<file path="config.mk">
export PLATFORM = sky130hd
export DESIGN_NAME = csr_access_ctrl
export DESIGN_NICKNAME = d
export VERILOG_FILES = /design/src/rtl/csr_access_ctrl.sv
export SDC_FILE = /design/constraint.sdc
export NUM_CORES = 1
export LEC_CHECK = 0
export CAP_MARGIN = 20
export CORE_MARGIN = 1
export CORE_UTILIZATION = 29
export CTS_BUF_LIST = sky130_fd_sc_hd__clkbuf_2 sky130_fd_sc_hd__clkbuf_4 sky130_fd_sc_hd__clkbuf_8
export DETAILED_ROUTE_END_ITERATION = 16
export SYNTH_ARGS = -nofsm -noshare
export SYNTH_HDL_FRONTEND = slang
export SYNTH_SLANG_ARGS = --single-unit
</file>
<file path="constraint.sdc">
create_clock -name clock -period 4.5 [get_ports clock]
set_clock_uncertainty 0.2 [all_clocks]
set_input_delay 0.9 -clock clock [delete_from_list [all_inputs] [get_ports clock]]
set_output_delay 0.9 -clock clock [all_outputs]
set_load 0.01 [all_outputs]
</file>
<file path="src/rtl/csr_access_ctrl.sv">
// csr_access_ctrl: machine-mode CSR access sequencer for the execute stage.
// Takes one CSR-class request at a time (CSRRW/CSRRS/CSRRC/ECALL/MRET/illegal).
// It runs the read-modify-write or trap/return sequence against the CSR file.
// It then returns the old CSR value and any PC redirect through a valid/ready
// response handshake.
module csr_access_ctrl #(
   parameter logic [31:0] MCAUSE_ECALL   = 32'd11,
   parameter logic [31:0] MCAUSE_ILLEGAL = 32'd2
) (
   input  logic        clock,
   input  logic        reset,
   input  logic        req_valid,
   output logic        req_ready,
   input  logic [2:0]  req_op,
   input  logic [11:0] req_addr,
   input  logic [31:0] req_src,
   input  logic        req_src_zero,
   input  logic [31:0] req_pc,
   output logic [11:0] csr_raddr,
   input  logic [31:0] csr_rdata,
   output logic        csr_wen,
   output logic [11:0] csr_waddr,
   output logic [31:0] csr_wdata,
   output logic        exception_en,
   output logic [31:0] mepc_wdata,
   output logic [31:0] mcause_wdata,
   input  logic [31:0] mtvec_rdata,
   input  logic [31:0] mepc_rdata,
   output logic        rsp_valid,
   input  logic        rsp_ready,
   output logic [31:0] rsp_rdata,
   output logic        rsp_redirect,
   output logic [31:0] rsp_target
);

   localparam logic [2:0] OP_RW    = 3'd1;
   localparam logic [2:0] OP_RS    = 3'd2;
   localparam logic [2:0] OP_RC    = 3'd3;
   localparam logic [2:0] OP_ECALL = 3'd4;
   localparam logic [2:0] OP_MRET  = 3'd5;

   typedef enum logic [2:0] {
      S_IDLE  = 3'd0,
      S_READ  = 3'd1,
      S_WRITE = 3'd2,
      S_TRAP  = 3'd3,
      S_RET   = 3'd4,
      S_RESP  = 3'd5
   } state_t;

   state_t      state_q;

   // Latched request fields
   logic [2:0]  op_q;
   logic [11:0] addr_q;
   logic [31:0] src_q;
   logic        src_zero_q;
   logic [31:0] old_q;

   // Registered outputs
   logic        req_ready_q;
   logic [11:0] csr_raddr_q;
   logic        csr_wen_q;
   logic [11:0] csr_waddr_q;
   logic [31:0] csr_wdata_q;
   logic        exception_en_q;
   logic [31:0] mepc_wdata_q;
   logic [31:0] mcause_wdata_q;
   logic        rsp_valid_q;
   logic [31:0] rsp_rdata_q;
   logic        rsp_redirect_q;
   logic [31:0] rsp_target_q;

   // Next write value for the read-modify-write, computed from the live read data
   logic [31:0] wdata_d;
   logic        wen_d;

   // Bitwise read-modify-write: RW replaces, RS sets bits, RC clears bits
   function automatic logic [31:0] rmw_data(input logic [2:0]  op,
                                            input logic [31:0] old,
                                            input logic [31:0] src);
      logic [31:0] res;
      res = old;
      case (op)
         OP_RW:   res = src;
         OP_RS:   res = old | src;
         OP_RC:   res = old & ~src;
         default: res = old;
      endcase
      return res;
   endfunction

   // Set/clear ops with a zero source must not write, but the WRITE cycle is still spent
   function automatic logic write_enabled(input logic [2:0] op, input logic src_zero);
      return !(((op == OP_RS) || (op == OP_RC)) && src_zero);
   endfunction

   // Write-data/enable for the WRITE cycle, derived from the CSR value being read now
   always_comb begin
      wdata_d = rmw_data(op_q, csr_rdata, src_q);
      wen_d   = write_enabled(op_q, src_zero_q);
   end

   // Sequencer FSM with registered outputs
   always_ff @(posedge clock) begin
      if (reset) begin
         state_q        <= S_IDLE;
         op_q           <= 3'd0;
         addr_q         <= 12'd0;
         src_q          <= 32'd0;
         src_zero_q     <= 1'b0;
         old_q          <= 32'd0;
         req_ready_q    <= 1'b1;
         csr_raddr_q    <= 12'd0;
         csr_wen_q      <= 1'b0;
         csr_waddr_q    <= 12'd0;
         csr_wdata_q    <= 32'd0;
         exception_en_q <= 1'b0;
         mepc_wdata_q   <= 32'd0;
         mcause_wdata_q <= 32'd0;
         rsp_valid_q    <= 1'b0;
         rsp_rdata_q    <= 32'd0;
         rsp_redirect_q <= 1'b0;
         rsp_target_q   <= 32'd0;
      end else begin
         case (state_q)
            S_IDLE: begin
               if (req_valid) begin
                  req_ready_q <= 1'b0;
                  op_q        <= req_op;
                  addr_q      <= req_addr;
                  src_q       <= req_src;
                  src_zero_q  <= req_src_zero;
                  case (req_op)
                     OP_RW, OP_RS, OP_RC: begin
                        state_q     <= S_READ;
                        csr_raddr_q <= req_addr;
                     end
                     OP_MRET: begin
                        state_q <= S_RET;
                     end
                     default: begin
                        // ECALL and every unrecognised op take the trap path
                        state_q        <= S_TRAP;
                        exception_en_q <= 1'b1;
                        mepc_wdata_q   <= req_pc;
                        mcause_wdata_q <= (req_op == OP_ECALL) ? MCAUSE_ECALL : MCAUSE_ILLEGAL;
                     end
                  endcase
               end
            end
            S_READ: begin
               state_q     <= S_WRITE;
               old_q       <= csr_rdata;
               csr_raddr_q <= 12'd0;
               csr_waddr_q <= addr_q;
               csr_wdata_q <= wdata_d;
               csr_wen_q   <= wen_d;
            end
            S_WRITE: begin
               state_q        <= S_RESP;
               csr_wen_q      <= 1'b0;
               csr_waddr_q    <= 12'd0;
               csr_wdata_q    <= 32'd0;
               rsp_valid_q    <= 1'b1;
               rsp_rdata_q    <= old_q;
               rsp_redirect_q <= 1'b0;
               rsp_target_q   <= 32'd0;
            end
            S_TRAP: begin
               state_q        <= S_RESP;
               exception_en_q <= 1'b0;
               mepc_wdata_q   <= 32'd0;
               mcause_wdata_q <= 32'd0;
               rsp_valid_q    <= 1'b1;
               rsp_rdata_q    <= 32'd0;
               rsp_redirect_q <= 1'b1;
               rsp_target_q   <= mtvec_rdata;
            end
            S_RET: begin
               state_q        <= S_RESP;
               rsp_valid_q    <= 1'b1;
               rsp_rdata_q    <= 32'd0;
               rsp_redirect_q <= 1'b1;
               rsp_target_q   <= mepc_rdata;
            end
            S_RESP: begin
               // Response fields hold until the consumer takes them; no IDLE bypass
               if (rsp_ready) begin
                  state_q        <= S_IDLE;
                  req_ready_q    <= 1'b1;
                  rsp_valid_q    <= 1'b0;
                  rsp_rdata_q    <= 32'd0;
                  rsp_redirect_q <= 1'b0;
                  rsp_target_q   <= 32'd0;
               end
            end
            default: begin
               state_q     <= S_IDLE;
               req_ready_q <= 1'b1;
            end
         endcase
      end
   end

   // Strobes and handshakes are masked during reset so nothing fires in the reset cycle
   assign req_ready    = req_ready_q    & ~reset;
   assign rsp_valid    = rsp_valid_q    & ~reset;
   assign csr_wen      = csr_wen_q      & ~reset;
   assign exception_en = exception_en_q & ~reset;

   assign csr_raddr    = csr_raddr_q;
   assign csr_waddr    = csr_waddr_q;
   assign csr_wdata    = csr_wdata_q;
   assign mepc_wdata   = mepc_wdata_q;
   assign mcause_wdata = mcause_wdata_q;
   assign rsp_rdata    = rsp_rdata_q;
   assign rsp_redirect = rsp_redirect_q;
   assign rsp_target   = rsp_target_q;

endmodule

</file>
# ---- Word level (Yosys, flattened, before mapping)
# Cells that the tools add are included.
dict set report op_classes {
  n_reduce_logical 23
  n_eq_ne 17
  bitwise_logic 9
  muxes 30
}
# operator n
set op_table {}
lappend op_table {{$pmux 32 s2} 3}
lappend op_table {{$pmux 32 s3} 2}
lappend op_table {{$mux 32} 5}
lappend op_table {{$pmux 32 s4} 1}
lappend op_table {{$pmux 12 s2} 2}
lappend op_table {{$and 32x32->32} 1}
lappend op_table {{$not 32->32} 1}
lappend op_table {{$or 32x32->32} 1}
lappend op_table {{$mux 12} 2}
lappend op_table {{$eq 3x2->1 const B} 6}
lappend op_table {{$eq 3x3->1 const B} 4}
lappend op_table {{$pmux 3 s4} 1}
lappend op_table {{$reduce_and 2->1} 5}
lappend op_table {{$eq 3x1->1 const B} 3}
lappend op_table {{$reduce_and 3->1} 3}
lappend op_table {{$reduce_bool 2->1} 4}
lappend op_table {{$reduce_or 4->1} 2}
lappend op_table {{$mux 3} 2}
lappend op_table {{$ne 2x2->1 const B} 3}
lappend op_table {{$pmux 1 s2} 3}
lappend op_table {{$pmux 1 s3} 2}
lappend op_table {{$pmux 3 s2} 1}
lappend op_table {{$reduce_or 3->1} 2}
lappend op_table {{$mux 1} 5}
lappend op_table {{11 further kinds} 15}
dict set report word_totals {
  ff_bits 272
  wordCells 97
  inputBits 180
  out_inout_bits 189
}

# ---- Longest topological paths before layout
# Gate-level depths: netlist of the first run.
dict set report logic_depth {
  word_depth 5
  depth_mapped 7
  mapped_depth_nobuf 3
}

# ---- Worst setup path before layout of the first run
# No wires, ideal clock.
dict set report synth_timing {
  kind {input port to output port}
  start {in reset}
  end {out csr_wen}
  n_path_buf 2
  setup_slack_ps 1908
  arrival_time_ps 1492
  path_stages 3
  cell_sequence {clkbuf_1 > clkbuf_1 > nor2b_1}
}
dict set report synth_between {
  elab_chain_cells 2
}
# item line
set synth_lines {}
lappend synth_lines {{from (decl)} 11} ;# input logic reset,
lappend synth_lines {{$not 1->1} 209} ;# assign csr_wen = csr_wen_q & ~reset;
lappend synth_lines {{$and 1x1->1} 209}
lappend synth_lines {{to (decl)} 21} ;# output logic csr_wen,
# No other way between the ends.

# ---- Worst setup path after layout of the first run
dict set report layout_timing {
  start {in reset}
  end {out exception_en}
}
dict set report layout_between {
  elab_chain_cells 2
}
# item line
set layout_lines {}
lappend layout_lines {{$not 1->1} 210} ;# assign exception_en = exception_en_q & ~reset;
lappend layout_lines {{$and 1x1->1} 210}
lappend layout_lines {{to (decl)} 24} ;# output logic exception_en,
# No other way between the ends.

==> out/summary.txt, run 1 <==
========================================================================================
Post-Syn Instances                                                                  1267
Width of the chip                                                                 194 µm
CTS H-tree depth                                                                       2
Final Hold Violating Endpoints                                                         0
Kind of critical path                                                             in2out
Proportion of power drawn by the clock network                                     0.351
Vias per std cell                                                                   5.07
Port buffer count                                                                    339
Fill cells                                                                          3612
Count of hold-fix buffers inserted at cts                                              0
Peak VDD IR                                                                     0.213 mV
Cell Area, Placed                                                              14200 µm²
Buffer levels on the longest clock path                                                3
Share of post-route cells with drive strength above 1                             0.0925
Average wire per standard cell                                                   18.8 µm
Share of total power in combinational logic                                        0.225
Buffer count from post-CTS setup fixing                                                0
Net total in the final layout                                                       1714
Post-route cell area                                                           15000 µm²
R2R Path Start                                                              state_q[2]$_SDFFE_PP0P_
Critical Path Start Type                                                       input pin
Unique cell type count in the Yosys netlist                                           45
Root buf cell                                                                   clkbuf_8
Final ANT Viol Nets                                                                    0
Post-CTS sizing                                                                        0
Static leakage                                                                   5.08 nW
Net load switching power                                                         1.76 mW
Number of buffers added by the clock tree synthesis step                              45
Remaining DRCs                                                                         0
Detailed-routing iteration count for the pre-antenna-repair pass                       5
Clk slew on worst S/H paths                                                      0.06 ns
Utilization after layout                                                           0.420
Core region area                                                               35800 µm²
Portion of synthesized cell area occupied by the leading cell type                 0.453
Initial Utilization                                                                0.297
Top area cells in the synthesized netlist                                   dfxtp_1, a21oi_1, nand2_1
Largest net degree at the start of global routing                                     96
Post-route minimum period                                                        2.91 ns
Top cell type by total area after synthesis                                      dfxtp_1
Power density over cell area                                                  385 nW/µm²
Initial antenna violation count                                                        2
Initial DRC count                                                                    557
Synthesis Warnings                                                                     0
HPWL after DPL                                                                  25200 µm
Die Height                                                                        194 µm
Internal power of the cells                                                      4.03 mW
Flop and latch count out of synthesis                                                241
Final number of setup-violating endpoints                                              0
Netlist Area Pre-Place                                                         10700 µm²
I/O pin count                                                                        369
Clock latency on the worst-skew pair                                             0.56 ns
Final Max Tran Viols                                                                   0
Clock tree from TritonCTS                                                          built
Critical path peak fanout                                                             46
Net switching share of the total power                                             0.303
Worst min-delay path category                                                    reg2reg
Global-route wire length before repair                                          57800 µm
CP arrival                                                                       1.81 ns
Number of violations of the max-capacitance limit                                      0
Total global-route track usage                                                     0.193
Critical Path Start                                                                reset
Max Fclk                                                                       0.344 GHz
DIE AREA                                                                       37500 µm²
Total via count in the routed design                                               10200
Total number of clock tree sinks                                                     241
Post-Syn Area per Cell                                                          8.41 µm²
Sequential cell area fraction in the yosys report                                  0.453
Overflow after GRT                                                                     0
Post-synthesis to final-layout area growth                                         41.1%
Run status                                                                     completed
Post-route worst hold slack                                                     0.249 ns
Worst Hold Launch                                                           addr_q[10]$_SDFFE_PP0P_
Wirelength, routed                                                              37900 µm
Setup repair after global routing missed its margin                                   no
Proportion of power drawn by flip-flops and latches                                0.424
Relative slew slack                                                                0.299
Endpoint class of the critical path                                           output pin
Setup TNS                                                                           0 ns
Final Wtd Congestion                                                               0.831
Portion of the clock cycle consumed by the worst path in the final layout          0.647
Via count of the first global-routing pass                                         10100
Num rows                                                                              69
Endpoint required time on the critical path                                      3.40 ns
Measured slew at the worst slew-check pin                                        1.05 ns
========================================================================================
-- layout by cell type (no fill, tap or decap), types with 2 or more instances in the layout --
cell and count:
mux2_2 32, o211ai_1 75, nand4_1 32, a31oi_1 3, nand2_1 208, clkdlybuf4s50_1 338
buf_12 2, inv_1 3, nor2b_2 2, a21oi_1 205, clkbuf_4 15, o21bai_1 33
nor3b_2 3, buf_4 21, o221ai_1 2, a22oi_1 32, o21ba_2 2, nand3b_1 2
nand2b_1 3, diode_2 2, o31ai_1 32, conb_1 29, clkinv_2 2, nor2b_1 37
nand2b_2 2, dfxtp_1 239, nor2_1 37, clkbuf_8 51, nor3b_1 32, o21ai_0 14
nand3_1 12, a32o_1 32, dfxtp_2 2
-- power groups by stage --
stage	sequential [mW]	clock, mW	combinational (mW)
2_1_floorplan	2.47	0	0.742
3_3_place_gp	2.49	0	1.29
3_5_place_dp	2.50	0	1.31
4_1_cts	2.46	2.10	1.32
5_1_grt	2.48	2.21	1.42
6_report	2.46	2.03	1.30
-- cells in the mapped netlist, drive strengths merged --
cell type,n
a211o,1
nor2b,40
xnor2,1
clkbuf,113
dfxtp,241
conb,1
o21ai,14
o21a,1
a21bo,1
a21o,1
o21bai,33
nand4,32
a22oi,32
nor4,1
a31oi,3
a21oi,205
a311o,1
o31ai,32
o221a,1
nand2,208
o311ai,1
a211oi,1
o31a,1
and3b,1
inv,3
buf,57
or3b,1
o221ai,2
or4b,2
nand2b,5
o211ai,75
nor3b,35
o21ba,2
mux2,32
nor2,37
nor4b,2
or2,1
a32o,32
a21boi,1
nand3b,2
nand3,12
-- kinds of logic after synthesis --
family	Yosys count	synth area share
xor gates and xnor gates	1	0.000822
other	1	0.000352
buffers and inverters	173	0.0746
muxes	32	0.0338
and+or+nand+nor	379	0.170
DFF	241	0.453
AOI/OAI and AO/OA	440	0.268
-- per-layer routing --
layer | up-vias | global-route usage | routed length, µm
li1 | 5009 | - | -
met1 | 4798 | 0.245 | 16900
met2 | 357 | 0.311 | 17100
met3 | 81 | 0.0492 | 2530
met4 | 0 | 0.0806 | 1320
met5 | - | 0 | 0
-- sequential cells by signal, summed over array words and instances (netlist names), 2 cells and up --
register,count
addr_q,12
csr_raddr,12
csr_waddr,12
csr_wdata,32
mcause_wdata,2
mepc_wdata,32
old_q,32
op_q,3
rsp_rdata,32
rsp_target,32
src_q,32
state_q,3
-- through the flow --
| step | setup slack, ns | total power, mW | instances |
|---|---|---|---|
| 4_1_cts | 1.57 | 5.87 | 2017 |
| 5_1_grt | 1.54 | 6.11 | 2019 |
| 3_3_place_gp | 1.22 | 3.79 | 1948 |
| 6_report | 1.59 | 5.79 | 2019 |
| 3_5_place_dp | 1.21 | 3.81 | 1948 |
| 2_1_floorplan | 1.91 | 3.22 | 1295 |
-- cell type report --
| cell class | instances | area [µm²] | area share |
|---|---|---|---|
| Antenna cell | 2 | 5.00 | 0.000333 |
| Multi-Input combinational cell | 881 | 5190 | 0.345 |
| Tap cell | 461 | 577 | 0.0384 |
| Timing Repair Buffer | 362 | 3590 | 0.239 |
| Clock buffer | 66 | 815 | 0.0542 |
| Sequential cell | 241 | 4830 | 0.321 |
| Clock inverter | 3 | 17.5 | 0.00116 |
| Inverter | 3 | 11.3 | 0.000749 |
-- critical path, stage by stage --
cell             delay, ns
buf_6                 0.19
nor2b_1               0.16
clkdlybuf4s50_1       0.55
-- path summary, 6_finish.rpt --
path | end | slack, ns | cells after the start
worst min-delay path | csr_waddr[10]$_SDFFE_PP0P_ | 0.25 | 2
worst min register to register | csr_waddr[10]$_SDFFE_PP0P_ | 0.25 | 2
worst max register to register | rsp_rdata[31]$_SDFFE_PP0P_ | 1.79 | 4
worst max-delay path | exception_en | 1.59 | 3
(Power assumes the default switching activity.)
==> run 2: changes to the inputs <==
- clock period: 4.5 -> 2.46 ns (I/O delays scaled with it)
==> out/summary.txt, run 2 (same netlist as run 1, synthesis figures left out) <==
========================================================================================
Num rows                                                                              69   unchanged
Setup repair after global routing missed its margin                                   no
Area occupied by registers                                                      4830 µm²   unchanged
Placed cell count                                                                   1969   +1.1%
Area occupied by multi-input gates                                              5200 µm²   about the same
Clock latency on the worst-skew pair                                             0.58 ns   +0.02 ns
Post-route minimum period                                                        2.37 ns
Total via count in the routed design                                               10500   +2.2%
Peak VDD IR                                                                     0.346 mV   +62%
Total global-route track usage                                                     0.194   +0.00113
Critical path peak fanout                                                              2   -96%
Final Wtd Congestion                                                               0.822   -1.1%
Net total in the final layout                                                       1738   +1.4%
Portion of the clock cycle consumed by the worst path in the final layout          0.965
Remaining DRCs                                                                         0   unchanged
Port buffer count                                                                    339   unchanged
Worst path max stage delay                                                       0.58 ns   +0.03 ns
Core region area                                                               35800 µm²   unchanged
Total number of clock tree sinks                                                     241   unchanged
Global-route wire length before repair                                          58300 µm   +0.82%
Wirelength, routed                                                              37600 µm   -0.68%
Initial DRC count                                                                    516   -7.4%
HPWL after DPL                                                                  25200 µm   about the same
Detailed-routing iteration count for the pre-antenna-repair pass                       4   -1
Post-synthesis to final-layout area growth                                         45.7%
Relative slew slack                                                                0.395   +0.0955
Kind of cell with the highest combined delay on the critical path           buffers and inverters
Number of buffer and inverter stages on the critical path                              1   -1
Final number of setup-violating endpoints                                              0   unchanged
Number of violations of the max-capacitance limit                                      0   unchanged
Largest net degree at the start of global routing                                     65   -32%
CTS H-tree depth                                                                       2   unchanged
Series of cell instances along the critical path                            nor2b_1, clkdlybuf4s50_1
Post-route cell area                                                           15500 µm²   +3.2%
Fill cells                                                                          3554   -1.6%
Final Hold Violating Endpoints                                                         0   unchanged
Cell Area, Placed                                                              14500 µm²   +1.9%
Vias per std cell                                                                   5.09   +0.39%
Critical Path Start Type                                                       flip-flop
Overflow after GRT                                                                     0   unchanged
Run status                                                                     completed
Cell with the biggest individual delay on the critical path                 clkdlybuf4s50_1
Commonest cells after routing, fill and taps aside                          clkdlybuf4s50_1, dfxtp_1, nand2_1, a21oi_1, o211ai_1
Initial Utilization                                                                0.297   unchanged
Width of the chip                                                                 194 µm   unchanged
Via count of the first global-routing pass                                         10200   +1.2%
Static leakage                                                                   5.34 nW   +5.0%
Share of post-route cells with drive strength above 1                              0.112   +0.0198
Power density over cell area                                                  728 nW/µm²   +89%
Measured slew at the worst slew-check pin                                       0.906 ns   -0.145 ns
Endpoint required time on the critical path                                      1.77 ns   -1.63 ns
Average wire per standard cell                                                   18.3 µm   -2.4%
Endpoint class of the critical path                                           output pin
DIE AREA                                                                       37500 µm²   unchanged
Final ANT Viol Nets                                                                    0   unchanged
Kind of critical path                                                            reg2out
Number of buffers added by the clock tree synthesis step                              45   unchanged
Cell Count, Final, Fillers Out                                                      2055   +1.8%
Clk slew on worst S/H paths                                                      0.06 ns   about the same
Most common cell after layout, fill and taps aside                          clkdlybuf4s50_1
Clock tree from TritonCTS                                                          built
I/O pin count                                                                        369   unchanged
Max Fclk                                                                       0.421 GHz
Buffer levels on the longest clock path                                                3   unchanged
Worst min-delay path category                                                     in2reg
Die Height                                                                        194 µm   unchanged
Root buf cell                                                                   clkbuf_8
Post-route worst hold slack                                                    0.0949 ns   -0.154 ns
Final Max Tran Viols                                                                   0   unchanged
CP arrival                                                                       1.68 ns   -0.13 ns
Initial antenna violation count                                                        1   -1
========================================================================================
-- run 2: cell types whose count changed in the layout (fill, tap and decap cells not counted) --
| cell | change |
|---|---|
| bufinv_16 | +2 |
| clkbuf_4 | +3 |
| buf_4 | +12 |
| buf_12 | +9 |
| inv_8 | +1 |
| nor2b_1 | -1 |
| nor2b_2 | +1 |
| diode_2 | -1 |
| dlygate4sd3_1 | +3 |
| inv_6 | +1 |
| clkbuf_8 | +6 |
-- run 2: metrics by stage --
step                total power [mW]  setup slack, ns  setup TNS, ns   util
finish                          11.3           0.0857              0  0.433
global route                    11.9           0.0110              0  0.433
CTS                             11.5           0.0219              0  0.433
detailed placement              7.08          -0.0290         -0.126  0.404
global placement                7.04          0.00756              0  0.404
floorplan                       5.88            0.498              0      -
-- run 2: layer usage --
metal  global-route usage  routed length, µm  vias to the layer above
met3               0.0454               2590                       62
met5                    0                  0                        -
met1                0.253              16800                     4973
met4               0.0684                955                        0
met2                0.314              17200                      367
li1                     -                  -                     5066
-- run 2: tightest hold or removal path: stages --
cell and delay (ns):
buf_6 0.15, inv_1 0.10, o221ai_1 0.07
-- run 2: layout make-up --
cell class / count / share of cell area
clock buffer: 75 / 0.0592
clock inverter: 7 / 0.00629
tap: 461 / 0.0372
inverter: 3 / 0.000725
antenna: 1 / 0.000161
sequential: 241 / 0.311
timing repair buffer: 386 / 0.251
multi-input combinational: 881 / 0.335
-- run 2: worst paths after layout --
| kind | start | to | slack [ns] | cells after the start |
|---|---|---|---|---|
| hold reg to reg | old_q[29]$_SDFFE_PP0P_ | rsp_rdata[29]$_SDFFE_PP0P_ | 0.25 | 2 |
| setup / recovery | csr_wen_q$_SDFFE_PP0P_ | csr_wen | 0.09 | 2 |
| setup reg to reg | state_q[2]$_SDFFE_PP0P_ | rsp_target[17]$_SDFFE_PP0P_ | 0.48 | 5 |
| hold / removal | reset | req_ready_q$_SDFFE_PP1P_ | 0.09 | 3 |
-- run 2: power breakdown --
group | total [mW] | internal (mW) | switching, mW
clock network | 4.31 | 2.57 | 1.74
logic | 2.55 | 1.18 | 1.37
registers | 4.44 | 4.23 | 0.210
-- run 2: repair_timing --
item,CTS,global route
hold buffers,3,0
hold endpoints to repair,1,0
resized for setup,1,0
buffers inserted,0,0
setup endpoints to repair,1,0
==> run 3: changes to the inputs <==
- SETUP_SLACK_MARGIN: unset -> 0.1
==> out/summary.txt, run 3 (same netlist as run 1, synthesis figures left out) <==
========================================================================================
Run status                                                                     completed
Overflow after GRT                                                                     0   unchanged
Net total in the final layout                                                       1741   +0.17%
Proportion of power drawn by flip-flops and latches                                0.393   about the same
Critical path peak fanout                                                              5   +3
Clk slew on worst S/H paths                                                      0.06 ns   about the same
Largest net degree at the start of global routing                                     65   unchanged
Final number of setup-violating endpoints                                              0   unchanged
Total via count in the routed design                                               10500   -0.038%
CP arrival                                                                       1.57 ns   -0.11 ns
Number of buffers added by the clock tree synthesis step                              45   unchanged
Buffer levels on the longest clock path                                                3   unchanged
Post-synthesis to final-layout area growth                                         46.0%
Remaining DRCs                                                                         0   unchanged
Initial antenna violation count                                                        1   unchanged
Cell Count, Final, Fillers Out                                                      2058   +0.15%
Most common cell after layout, fill and taps aside                          clkdlybuf4s50_1
Setup repair after global routing missed its margin                                   no
Initial Utilization                                                                0.297   unchanged
Number of violations of the max-capacitance limit                                      0   unchanged
Peak VDD IR                                                                     0.345 mV   -0.24%
Critical Path Start Type                                                       flip-flop
Clock latency on the worst-skew pair                                             0.58 ns   about the same
Kind of critical path                                                            reg2out
Max Fclk                                                                       0.443 GHz   +5.1%
Final Wtd Congestion                                                               0.822   unchanged
Power density over cell area                                                  727 nW/µm²   -0.18%
Portion of the clock cycle consumed by the worst path in the final layout          0.918   -0.0467
Proportion of power drawn by the clock network                                     0.381   about the same
Root buf cell                                                                   clkbuf_8
Static leakage                                                                   5.38 nW   +0.78%
Total global-route track usage                                                     0.195   +0.000932
Core region area                                                               35800 µm²   unchanged
DIE AREA                                                                       37500 µm²   unchanged
Buffer count from post-CTS setup fixing                                                0   unchanged
Placed cell count                                                                   1969   unchanged
Share of total power in combinational logic                                        0.226   about the same
Clock tree from TritonCTS                                                          built
Post-route cell area                                                           15600 µm²   +0.21%
Series of cell instances along the critical path                            clkdlybuf4s50_1
Final ANT Viol Nets                                                                    0   unchanged
Relative slew slack                                                                0.376   -0.0192
Port buffer count                                                                    339   unchanged
Wirelength, routed                                                              37800 µm   +0.51%
Global-route wire length before repair                                          58500 µm   +0.44%
Average wire per standard cell                                                   18.4 µm   +0.36%
Overall Power                                                                    11.3 mW   about the same
Net switching share of the total power                                             0.294   about the same
Measured slew at the worst slew-check pin                                       0.934 ns   +0.0287 ns
Via count of the first global-routing pass                                         10200   +0.46%
Worst min-delay path category                                                     in2reg
Vias per std cell                                                                   5.08   -0.18%
Post-route minimum period                                                        2.26 ns   -0.115 ns
Width of the chip                                                                 194 µm   unchanged
Detailed-routing iteration count for the pre-antenna-repair pass                       5   +1
Cell with the biggest individual delay on the critical path                 clkdlybuf4s50_1
Initial DRC count                                                                    536   +3.9%
Endpoint required time on the critical path                                      1.77 ns   about the same
Worst path max stage delay                                                       0.60 ns   +0.02 ns
Net load switching power                                                         3.32 mW   +0.13%
Total number of clock tree sinks                                                     241   unchanged
Endpoint class of the critical path                                           output pin
Die Height                                                                        194 µm   unchanged
CTS H-tree depth                                                                       2   unchanged
Num rows                                                                              69   unchanged
Final Hold Violating Endpoints                                                         0   unchanged
Cell Area, Placed                                                              14500 µm²   unchanged
Final Max Tran Viols                                                                   0   unchanged
Internal power of the cells                                                      7.98 mW   about the same
HPWL after DPL                                                                  25200 µm   unchanged
Commonest cells after routing, fill and taps aside                          clkdlybuf4s50_1, dfxtp_1, nand2_1, a21oi_1, o211ai_1
Number of buffer and inverter stages on the critical path                              1   unchanged
Share of post-route cells with drive strength above 1                              0.113   +0.00104
I/O pin count                                                                        369   unchanged
Kind of cell with the highest combined delay on the critical path           buffers and inverters
========================================================================================
[run 3: what timing repair did]
action                     4_1_cts  5_1_grt
gates resized for setup          6        1
hold endpoints to repair         1        0
hold buffers                     6        0
setup endpoints to repair        5        1
[run 3: per-stage QoR]
stage / utilization / hold slack, ns / setup slack (ns) / TNS (ns)
global route: 0.434 / 0.102 / 0.136 / 0
finish: 0.434 / 0.113 / 0.201 / 0
floorplan: - / 0.232 / 0.498 / 0
global placement: 0.404 / 0.243 / 0.00756 / 0
CTS: 0.434 / 0.0804 / 0.124 / 0
detailed placement: 0.404 / 0.247 / -0.0290 / -0.126
[run 3: power by group through the flow]
stage,Sequential (mW),Clock (mW),Combinational [mW]
after CTS,4.44,4.45,2.58
after global placement,4.51,0,2.54
after floorplan,4.53,0,1.36
after detailed placement,4.52,0,2.56
final,4.44,4.31,2.55
after global routing,4.48,4.64,2.78
[run 3: final timing paths]
path | from | end | slack (ns) | cells past startpoint
hold / removal | reset | req_ready_q$_SDFFE_PP1P_ | 0.11 | 3
hold reg to reg | old_q[29]$_SDFFE_PP0P_ | rsp_rdata[29]$_SDFFE_PP0P_ | 0.24 | 2
setup / recovery | rsp_redirect$_SDFFE_PP0P_ | rsp_redirect | 0.20 | 1
setup reg to reg | state_q[2]$_SDFFE_PP0P_ | mepc_wdata[20]$_SDFFE_PP0P_ | 0.48 | 4
[run 3: final cells by class]
cell class | instances | area [µm²]
fill | 3554 | 20300
multi-input combinational | 881 | 5200
sequential | 241 | 4830
timing repair buffer | 389 | 3920
clock buffer | 75 | 920
tap | 461 | 577
clock inverter | 7 | 97.6
inverter | 3 | 11.3
antenna | 1 | 2.50
[run 3: metal layers]
metal | up-vias | GRT usage | routed length (µm)
met4 | 0 | 0.0732 | 1090
li1 | 5078 | - | -
met3 | 69 | 0.0457 | 2670
met5 | - | 0 | 0
met2 | 382 | 0.314 | 17300
met1 | 4935 | 0.253 | 16700
